[config.mk]
export PLATFORM = sky130hd
export DESIGN_NAME = bounce_check_scheduler
export DESIGN_NICKNAME = d
export VERILOG_FILES = /design/src/rtl/bounce_check_scheduler.sv
export SDC_FILE = /design/constraint.sdc
export NUM_CORES = 1
export LEC_CHECK = 0
export CAP_MARGIN = 20
export CORE_UTILIZATION = 47
export DETAILED_ROUTE_END_ITERATION = 10
export HOLD_SLACK_MARGIN = 0.02
export PLACE_DENSITY = 0.77
export SYNTH_ARGS = -nofsm -noshare
export SYNTH_HDL_FRONTEND = slang
export SYNTH_SLANG_ARGS = --single-unit
export TNS_END_PERCENT = 30
[constraint.sdc]
create_clock -name Clk -period 2.3 [get_ports Clk]
set_clock_uncertainty 0.1 [all_clocks]
set_input_delay 0.345 -clock Clk [delete_from_list [all_inputs] [get_ports Clk]]
set_output_delay 0.345 -clock Clk [all_outputs]
set_load 0.02 [all_outputs]
[src/rtl/bounce_check_scheduler.sv]
// bounce_check_scheduler
//   Shares one wall-collision checker (sprite box vs tile map) among N_SPR
//   sprites. A frame_start pulse snapshots every sprite's box, direction and
//   bouncing state. The enabled sprites then go to the checker one at a time.
//   The returned bounce flags are held in a shadow store. All results are
//   committed to the motion logic together, in a single cycle.
//
// Parameters
//   N_SPR    number of sprites sharing the checker (1..8)
//   CHK_LAT  checker latency in cycles from chk_* to chk_bnce (0..15)
//
// Ports
//   Clk, Reset_n     clock (rising edge), asynchronous active-low reset
//   frame_start      1-cycle frame start pulse
//   spr_en           per-sprite enable; disabled sprites are skipped and get 0
//   spr_xpos/ypos    20-bit position of sprite i at [20i+:20]
//   spr_W/H          10-bit size of sprite i at [10i+:10]
//   spr_dir/bcing    {U,D,L,R} direction / bouncing flags of sprite i
//   chk_*            selected sprite, driven to the checker (registered)
//   chk_bnce         {L,D,U,R} bounce request from the checker
//   bnce_out         committed bounce nibble per sprite
//   coll_out         committed OR of each sprite's bounce nibble
//   busy             high from frame accept through the commit cycle
//   done             pulse in the commit cycle
//   overrun          pulse the cycle after a frame_start arriving while busy
module bounce_check_scheduler #(
  parameter int N_SPR   = 4,
  parameter int CHK_LAT = 0
) (
  input  logic                 Clk,
  input  logic                 Reset_n,
  input  logic                 frame_start,
  input  logic [N_SPR-1:0]     spr_en,
  input  logic [20*N_SPR-1:0]  spr_xpos,
  input  logic [20*N_SPR-1:0]  spr_ypos,
  input  logic [10*N_SPR-1:0]  spr_W,
  input  logic [10*N_SPR-1:0]  spr_H,
  input  logic [4*N_SPR-1:0]   spr_dir,
  input  logic [4*N_SPR-1:0]   spr_bcing,
  output logic [19:0]          chk_xpos,
  output logic [19:0]          chk_ypos,
  output logic [9:0]           chk_W,
  output logic [9:0]           chk_H,
  output logic [3:0]           chk_dir,
  output logic [3:0]           chk_bcing,
  input  logic [3:0]           chk_bnce,
  output logic [4*N_SPR-1:0]   bnce_out,
  output logic [N_SPR-1:0]     coll_out,
  output logic                 busy,
  output logic                 done,
  output logic                 overrun
);

  localparam int IDX_W = (N_SPR > 1) ? $clog2(N_SPR) : 1;

  typedef enum logic [1:0] {IDLE, SCAN, COMMIT} state_t;

  state_t               state, state_nxt;
  logic [IDX_W-1:0]     idx;
  logic [3:0]           lat_cnt;

  logic [N_SPR-1:0]     snap_en;
  logic [20*N_SPR-1:0]  snap_xpos, snap_ypos;
  logic [10*N_SPR-1:0]  snap_w, snap_h;
  logic [4*N_SPR-1:0]   snap_dir, snap_bcing;
  logic [4*N_SPR-1:0]   shadow;

  logic                 accept, slot_end;
  logic                 first_vld, next_vld;
  logic [IDX_W-1:0]     first_idx, next_idx;

  logic                 chk_load, chk_clear;
  logic [19:0]          ld_xpos, ld_ypos;
  logic [9:0]           ld_w, ld_h;
  logic [3:0]           ld_dir, ld_bcing;

  // Lowest enabled index at or above start, with a found flag in the MSB.
  // The loop runs downward so that the lowest match is the last one written.
  function automatic logic [IDX_W:0] find_enabled(input logic [N_SPR-1:0] en,
                                                  input int start);
    logic [IDX_W:0] res;
    res = '0;
    for (int i = N_SPR - 1; i >= 0; i--) begin
      if (en[i] && (i >= start)) res = {1'b1, IDX_W'(i)};
    end
    return res;
  endfunction

  // The first sprite is chosen from the live enables, because the snapshot
  // is loaded in the same edge. Later sprites come from the snapshot.
  assign {first_vld, first_idx} = find_enabled(spr_en, 0);
  assign {next_vld, next_idx}   = find_enabled(snap_en, int'(idx) + 1);

  always_ff @(posedge Clk or negedge Reset_n) begin
    if (!Reset_n) state <= IDLE;
    else          state <= state_nxt;
  end

  always_comb begin
    state_nxt = state;
    accept    = 1'b0;
    slot_end  = 1'b0;
    busy      = (state != IDLE);
    done      = 1'b0;
    unique case (state)
      IDLE: begin
        if (frame_start) begin
          accept    = 1'b1;
          state_nxt = first_vld ? SCAN : COMMIT;
        end
      end
      SCAN: begin
        if (lat_cnt == 4'(CHK_LAT)) begin
          slot_end = 1'b1;
          if (!next_vld) state_nxt = COMMIT;
        end
      end
      COMMIT: begin
        done      = 1'b1;
        state_nxt = IDLE;
      end
      default: state_nxt = IDLE;
    endcase
  end

  // Source of the next checker operands: live inputs on accept, snapshot otherwise
  always_comb begin
    chk_load  = (accept && first_vld) || (slot_end && next_vld);
    chk_clear = slot_end && !next_vld;
    if (accept) begin
      ld_xpos  = spr_xpos[20*int'(first_idx) +: 20];
      ld_ypos  = spr_ypos[20*int'(first_idx) +: 20];
      ld_w     = spr_W[10*int'(first_idx) +: 10];
      ld_h     = spr_H[10*int'(first_idx) +: 10];
      ld_dir   = spr_dir[4*int'(first_idx) +: 4];
      ld_bcing = spr_bcing[4*int'(first_idx) +: 4];
    end else begin
      ld_xpos  = snap_xpos[20*int'(next_idx) +: 20];
      ld_ypos  = snap_ypos[20*int'(next_idx) +: 20];
      ld_w     = snap_w[10*int'(next_idx) +: 10];
      ld_h     = snap_h[10*int'(next_idx) +: 10];
      ld_dir   = snap_dir[4*int'(next_idx) +: 4];
      ld_bcing = snap_bcing[4*int'(next_idx) +: 4];
    end
  end

  always_ff @(posedge Clk or negedge Reset_n) begin
    if (!Reset_n) begin
      idx        <= '0;
      lat_cnt    <= '0;
      snap_en    <= '0;
      snap_xpos  <= '0;
      snap_ypos  <= '0;
      snap_w     <= '0;
      snap_h     <= '0;
      snap_dir   <= '0;
      snap_bcing <= '0;
      shadow     <= '0;
      chk_xpos   <= '0;
      chk_ypos   <= '0;
      chk_W      <= '0;
      chk_H      <= '0;
      chk_dir    <= '0;
      chk_bcing  <= '0;
      bnce_out   <= '0;
      coll_out   <= '0;
      overrun    <= 1'b0;
    end else begin
      overrun <= frame_start && busy;

      if (accept) begin
        snap_en    <= spr_en;
        snap_xpos  <= spr_xpos;
        snap_ypos  <= spr_ypos;
        snap_w     <= spr_W;
        snap_h     <= spr_H;
        snap_dir   <= spr_dir;
        snap_bcing <= spr_bcing;
        shadow     <= '0;
        lat_cnt    <= '0;
        idx        <= first_idx;
      end

      if (state == SCAN) begin
        if (slot_end) begin
          shadow[4*int'(idx) +: 4] <= chk_bnce;
          lat_cnt                  <= '0;
          if (next_vld) idx <= next_idx;
        end else begin
          lat_cnt <= lat_cnt + 4'd1;
        end
      end

      // Checker operands stay constant for the whole slot and return to 0 once the scan ends
      if (chk_load) begin
        chk_xpos  <= ld_xpos;
        chk_ypos  <= ld_ypos;
        chk_W     <= ld_w;
        chk_H     <= ld_h;
        chk_dir   <= ld_dir;
        chk_bcing <= ld_bcing;
      end else if (chk_clear) begin
        chk_xpos  <= '0;
        chk_ypos  <= '0;
        chk_W     <= '0;
        chk_H     <= '0;
        chk_dir   <= '0;
        chk_bcing <= '0;
      end

      if (state == COMMIT) begin
        bnce_out <= shadow;
        for (int i = 0; i < N_SPR; i++) coll_out[i] <= |shadow[4*i +: 4];
      end
    end
  end

endmodule

==> flow_summary.json, run 1 <==
{
  "hold_viol_final": 0,
  "first_iter_violations": 1895,
  "antenna_found_initial": 7,
  "path_max_fanout": 8,
  "netlist_area_um2": 18280,
  "core_um2": 37930,
  "min_path_type": "in2async",
  "start_util_pct": 48.19,
  "power.density_nw_per_um2": 1479,
  "fin_nets": 2753,
  "cp_data_arrival_time_ns": 2.71,
  "via_per_inst": 6.047,
  "die_h_um": 199.2,
  "synthTopCellsByArea": "dfrtp_1 53%, nand2_1 20%, a32o_1 3.8%",
  "drt-pass1-iter-count": 5,
  "clk_latency_ns": 0.56,
  "overflow": 0,
  "crit_type": "reg2reg",
  "fp-row-count": 71,
  "synthCells": 2052,
  "grt_pass1_vias": 18402,
  "tightest_slew_ns": 0.5789,
  "wl_per_cell_um": 22.45,
  "rsz0062_at_grt": "true",
  "dp.cells": 2904,
  "synth-seq-area-share_pct": 53.25,
  "ir_drop_v": 0.0007835,
  "period_needed_ns": 2.379,
  "drv_cap": 0,
  "max_slew_margin_pct": 61.41,
  "cp.required_ns": 2.64,
  "numCtsBuffers": 42,
  "dieArea_um2": 39680,
  "grt_max_degree": 117,
  "synth_top_area_share_pct": 53.25,
  "tritoncts": "yes",
  "die_w_um": 199.2,
  "post-route-util_pct": 68.12,
  "startpoint_type": "register",
  "outcome": "finished, violations left",
  "failed_checks": "negative setup slack",
  "area_delta_synth_final_pct": 41.36,
  "gr-usage-all-layers_pct": 33.35,
  "portBuffers": 373,
  "yosys.area.top_type": "dfrtp_1",
  "fmax_mhz": 420.3,
  "critical_path.endpoint_type": "register",
  "finalSetupViolCount": 63,
  "layout.cells.non_filler": 3012,
  "place_congestion": 0.8955,
  "clk_path_buf_depth": 3,
  "grt_pass1_wl_um": 101700,
  "synth.avg_cell_area_um2": 8.908,
  "synth_nets": 2343,
  "slew_violations": 0,
  "fin_crit_sh_pct": 103.5,
  "synth-seq-cells": 389,
  "wl_um": 67620,
  "via_count": 18213,
  "drc": 0,
  "layout-drive-gt1-share_pct": 13.84,
  "setup_slack_ns": -0.07948,
  "ant_nets": 0,
  "num-fill-cells": 2872,
  "cts.htree.levels": 2,
  "clock-sinks": 389,
  "num_io_pins": 374,
  "ys_warn_count": 0,
  "synth_cell_types": 45,
  "path_clk_slew_ns": 0.06,
  "final.setup.tns_ns": -1.593,
  "hpwl_um": 42050,
  "p_leak_uw": 0.01198,
  "cts-root-buf": "clkbuf_16"
}
## cells in the final DEF, fill, tap and decap left out, types with 3 or more instances in the layout
cell             Yosys  final
a32o_1              69     61
dfrtp_1            389    387
nor4_1               5      5
nor2_4               1     16
buf_16               0      9
ha_1                 8      3
a32o_2               0      8
clkbuf_16            0     50
o221ai_1            68     68
nand2b_1             4      4
nor2_2               2     12
buf_4                5     89
ha_4                 0      4
a221oi_1            69     69
nor2_1              74     49
clkinv_2             0     12
buf_8                0      5
bufinv_16            0      3
o31ai_4              0      6
and4_1               3      3
diode_2              0      8
nor3_1               3      3
clkbuf_1            97      8
o31ai_1             49     24
buf_12               0     39
a22o_1              18     18
clkdlybuf4s50_1      0    370
nand2_1            973    971
a21oi_1              6      6
inv_1                7      5
o21ai_0              8      8
a22oi_1             68     68
mux2_2              16     16
clkbuf_8             0      6
o31ai_2             19     38
buf_6                2      7
## through the flow
step	power (µW)	hold slack, ns	cell area [µm²]	setup WS [ns]
final	38210	0.1830	25840	-0.07948
after global routing	40090	0.2082	25830	-0.1373
after CTS	36350	0.1739	25330	-0.1019
after detailed placement	27910	0.1555	23470	-0.1996
after global placement	27250	0.1512	23470	-0.1237
after floorplan	21010	-0.05059	18280	0.01270
## final timing paths
kind	depth (start not counted)	slack, ns	start	to
max in group asynchronous	3	1.15	Reset_n	snap_w[6]$_DFFE_PN0P_
setup reg to reg	11	-0.08	idx[0]$_DFF_PN0_	chk_dir[3]$_DFFE_PN0P_
hold reg to reg	2	0.37	snap_xpos[26]$_DFFE_PN0P_	snap_xpos[26]$_DFFE_PN0P_
hold / removal	2	0.18	Reset_n	coll_out[2]$_DFFE_PN0P_
min in group Clk	3	0.25	spr_ypos[48]	snap_ypos[48]$_DFFE_PN0P_
setup / recovery	11	-0.08	idx[0]$_DFF_PN0_	chk_dir[3]$_DFFE_PN0P_
## synth_stat cells (all sizes together)
cell,instances
and2,3
a22o,18
a32oi,1
o31ai,68
dfrtp,389
and3,1
or3b,2
o221ai,68
a22oi,68
nor3,4
nand2b,4
o21ai,10
nor2b,4
and4,3
inv,7
a221oi,69
a31oi,1
mux2,16
clkbuf,97
mux2i,1
ha,8
nand3,2
and4b,1
o21bai,2
or2,2
a32o,69
a21o,1
nor4,5
a21oi,8
or3,2
nand2,973
o21a,2
nor4b,1
nor2,77
buf,65
## logic make-up after synthesis
kind of cell / share of synthesized area [%]
DFF: 53.25
adders and majority gates: 0.5476
AOI/OAI and AO/OA: 18.17
buffers and inverters: 4.018
and+or+nand+nor: 22.97
muxes: 1.040
## power by group
| part | total, µW | internal [µW] | switching [µW] | leakage (µW) |
|---|---|---|---|---|
| Clock | 6910 | 4090 | 2820 | 0.000697 |
| Sequential | 11900 | 9950 | 2000 | 0.00489 |
| Combinational | 19400 | 8660 | 10700 | 0.00639 |
## flip-flops by register name (all words and copies together) (netlist names), 20 cells and up
name and flops:
snap_ypos 80, snap_w 40, chk_ypos 20, snap_xpos 80, snap_h 40, chk_xpos 20
## per-layer routing
layer  GRT usage, %  vias to the layer above  part of all wire, %
li1               -                     7913                    -
met1          43.61                     8869                   38
met2          52.55                     1217                   47
met3          7.021                      210                   10
met4          16.70                        4                  4.2
met5              0                        -                0.035
## repair_timing
item | in CTS | in global routing
gates cloned | 7 | 5
pin swaps | 14 | 37
gates resized for setup | 39 | 88
setup endpoints to repair | 70 | 85
hold buffers | 1 | 0
buffers inserted | 7 | 7
hold endpoints to repair | 323 | 0
## critical path, stage by stage (launching register included)
cell     delay [ns]
dfrtp_1        0.42
buf_6          0.15
buf_4          0.13
and2_4         0.15
o21a_1         0.22
buf_6          0.14
o21ai_4        0.22
buf_12         0.17
buf_8          0.11
buf_16         0.16
nor2_4         0.05
o31ai_2        0.25
## area by class of cell
type / instances / area, µm² / share of cell area (%)
tap: 511 / 639.4 / 2.474
timing repair buffer: 528 / 5743 / 22.23
inverter: 7 / 26.28 / 0.1017
antenna: 8 / 20.02 / 0.07748
clock buffer: 59 / 1239 / 4.794
multi-input combinational: 1494 / 8277 / 32.03
sequential: 389 / 9737 / 37.68
clock inverter: 16 / 157.7 / 0.6101
Note: power is estimated with default switching activity, not from simulation.
==> inputs of run 2 (changes only) <==
--- a/config.mk
+++ b/config.mk
@@ -5,8 +5,9 @@
 export SDC_FILE = /design/constraint.sdc
 export NUM_CORES = 1
 export LEC_CHECK = 0
+export ABC_AREA = 1
 export CAP_MARGIN = 20
-export CORE_UTILIZATION = 47
+export CORE_UTILIZATION = 48
 export DETAILED_ROUTE_END_ITERATION = 10
 export HOLD_SLACK_MARGIN = 0.02
 export PLACE_DENSITY = 0.77
==> flow_summary.json, run 2 <==
{
  "async_flop_share_pct": 100.0,
  "layout-drive-gt1-share_pct": 5.902,
  "clk_path_buf_depth": 3,
  "max_slew_margin_pct": 60.49,
  "tritoncts": "yes",
  "startpoint_type": "register",
  "antenna_found_initial": 0,
  "dieArea_um2": 44670,
  "grt_use_met3_pct": 4.881,
  "synth_cell_types": 30,
  "crit_chain": "ha_1 -> inv_1 -> o21ai_2 -> nand2_4 -> nand2_1 -> nor2_4 -> buf_4 -> buf_12 -> clkbuf_16 -> nand3_1 -> nand2_1 -> nand2_1 -> nand2_1 -> nand2_1",
  "cp.required_ns": 2.65,
  "drv_cap": 0,
  "critPathMaxStageDelay_ns": 0.45,
  "use_met2_pct": 49.99,
  "period_needed_ns": 2.193,
  "num-fill-cells": 3684,
  "start_util_pct": 48.73,
  "outcome": "complete, no violations",
  "busiest_layer": "met2",
  "synth.most_common_cell": "nand2_1",
  "power.density_nw_per_um2": 1424,
  "grt_pass1_wl_um": 109300,
  "whs_ns": 0.1655,
  "critical_path.slowest_cell": "dfrtp_2",
  "first_iter_violations": 2499,
  "p_leak_uw": 0.01421,
  "synth_edf_count": 0,
  "place_congestion": 0.9289,
  "crit_type": "reg2reg",
  "die_h_um": 211.4,
  "synth_nets": 3271,
  "hold_viol_final": 0,
  "path_max_fanout": 17,
  "grt_pass1_vias": 21182,
  "gr-usage-all-layers_pct": 30.95,
  "yosys.area.top_type": "dfrtp_1",
  "fp-row-count": 76,
  "clk_latency_ns": 0.57,
  "drc": 0,
  "fmax_mhz": 456.1,
  "final_cell_mix": "1002 x nand2_1, 620 x nand3_1, 388 x dfrtp_1",
  "grt_max_degree": 97,
  "antennaDiodeCount": 0,
  "synth-seq-cells": 389,
  "drt-pass1-iter-count": 9,
  "cts-root-buf": "clkbuf_16",
  "wl_per_cell_um": 18.23,
  "reg_top3": "snap_xpos (80), snap_ypos (80)",
  "fin_crit_sh_pct": 95.34,
  "synthTopCellsByArea": "dfrtp_1 46%, nand2_1 18%, nand3_1 15%",
  "numCtsBuffers": 43,
  "synth-seq-area-share_pct": 46.27,
  "final.setup.tns_ns": 0,
  "min_path_type": "in2async",
  "tightest_slew_ns": 0.5864,
  "path_clk_slew_ns": 0.06,
  "cp_data_arrival_time_ns": 2.55,
  "critical_path.endpoint_type": "register",
  "slew_violations": 0,
  "via_count": 21725,
  "post-route-util_pct": 63.76,
  "ant_nets": 0,
  "synth_common_cells": "1006 x nand2_1, 621 x nand3_1, 389 x dfrtp_1",
  "area_delta_synth_final_pct": 30.84,
  "ys_warn_count": 0,
  "seq_area_um2": 9736,
  "num_io_pins": 374,
  "finalSetupViolCount": 0,
  "layout.cells.non_filler": 3906,
  "cp_common_cell": "nand2_1",
  "multiInputGateArea_um2": 8909,
  "clock-sinks": 389,
  "hpwl_um": 44590,
  "dp.cells": 3806,
  "synth_top_area_share_pct": 46.27,
  "die_w_um": 211.4,
  "portBuffers": 373,
  "fin_nets": 3580,
  "overflow": 0,
  "wl_um": 71220,
  "met1_usage_pct": 40.38,
  "synth.avg_cell_area_um2": 7.060,
  "mostFrequentLayoutCell": "nand2_1",
  "ir_drop_v": 0.0008181,
  "core_um2": 43170,
  "synthCells": 2980,
  "cts.htree.levels": 2,
  "synth_top_flop_cell": "dfrtp_1",
  "netlist_area_um2": 21040,
  "via_per_inst": 5.562
}
run 2: worst paths after layout:
kind / startpoint / endpoint / slack, ns / depth (start not counted)
worst max-delay path: idx[0]$_DFF_PN0_ / chk_xpos[17]$_DFFE_PN0P_ / 0.11 / 14
max in group asynchronous: Reset_n / lat_cnt[3]$_DFFE_PN0P_ / 1.13 / 3
worst min register to register: bnce_out[3]$_DFFE_PN0P_ / bnce_out[3]$_DFFE_PN0P_ / 0.37 / 2
worst min-delay path: Reset_n / chk_H[5]$_DFFE_PN0P_ / 0.17 / 2
worst max register to register: idx[0]$_DFF_PN0_ / chk_xpos[17]$_DFFE_PN0P_ / 0.11 / 14
min in group Clk: spr_ypos[78] / snap_ypos[78]$_DFFE_PN0P_ / 0.26 / 3
run 2: routing by layer:
| metal | wire, µm | up-vias | share of wire, % |
|---|---|---|---|
| met3 | 6931 | 250 | 9.7 |
| met4 | 3148 | 0 | 4.4 |
| met1 | 27940 | 10138 | 39 |
| met5 | 0 | - | 0 |
| met2 | 33200 | 1323 | 47 |
| li1 | - | 10014 | - |
run 2: what timing repair did:
| item | in CTS | in global routing |
|---|---|---|
| resized for setup | 2 | 14 |
| cloned | 0 | 8 |
| buffers inserted | 0 | 14 |
| endpoints found under the hold margin | 296 | 0 |
| endpoints found under the setup margin | 2 | 68 |
| hold buffers | 1 | 0 |
| pin swaps | 0 | 6 |
run 2: cell families after synthesis:
logic type      synth area share (%)
compound gates                 7.838
buf+inv                        11.85
simple gates                   33.48
fa+ha+maj                     0.4758
flops                          46.27
xor+xnor                     0.08327
run 2: per-stage QoR:
stage	setup slack, ns	instance area, µm²	total power, µW
after detailed placement	-0.04486	25700	30340
after floorplan	0.2189	21040	23560
after CTS	0.04899	27140	37550
final	0.1073	27530	39200
after global placement	0.01617	25700	29730
after global routing	-0.007096	27530	41910
run 2: report_power, final:
part           total [µW]  internal (µW)  switching (µW)  leakage [µW]
combinational       20300           7980           12300       0.00862
sequential          11800           9970            1820       0.00488
clock                7080           4230            2850      0.000713
total               39200          22200           17000        0.0142
run 2: worst max-delay path, delay by kind of cell (launching register included):
kind                     cells  cell delay, ns
AO/OA/AOI/OAI                1            0.07
adder cells (fa/ha/maj)      1            0.24
buffers and inverters        4            0.54
flip-flops                   1            0.45
AND/OR/NAND/NOR              8            0.67
run 2: final cells by class:
| cell class | instances | area share, % |
|---|---|---|
| flip-flops and latches | 389 | 35.37 |
| clock inverters | 11 | 0.4727 |
| repair buffers | 475 | 19.05 |
| well taps | 585 | 2.659 |
| clock buffers | 66 | 4.741 |
| multi-input cells | 1989 | 32.36 |
| inverters | 391 | 5.341 |
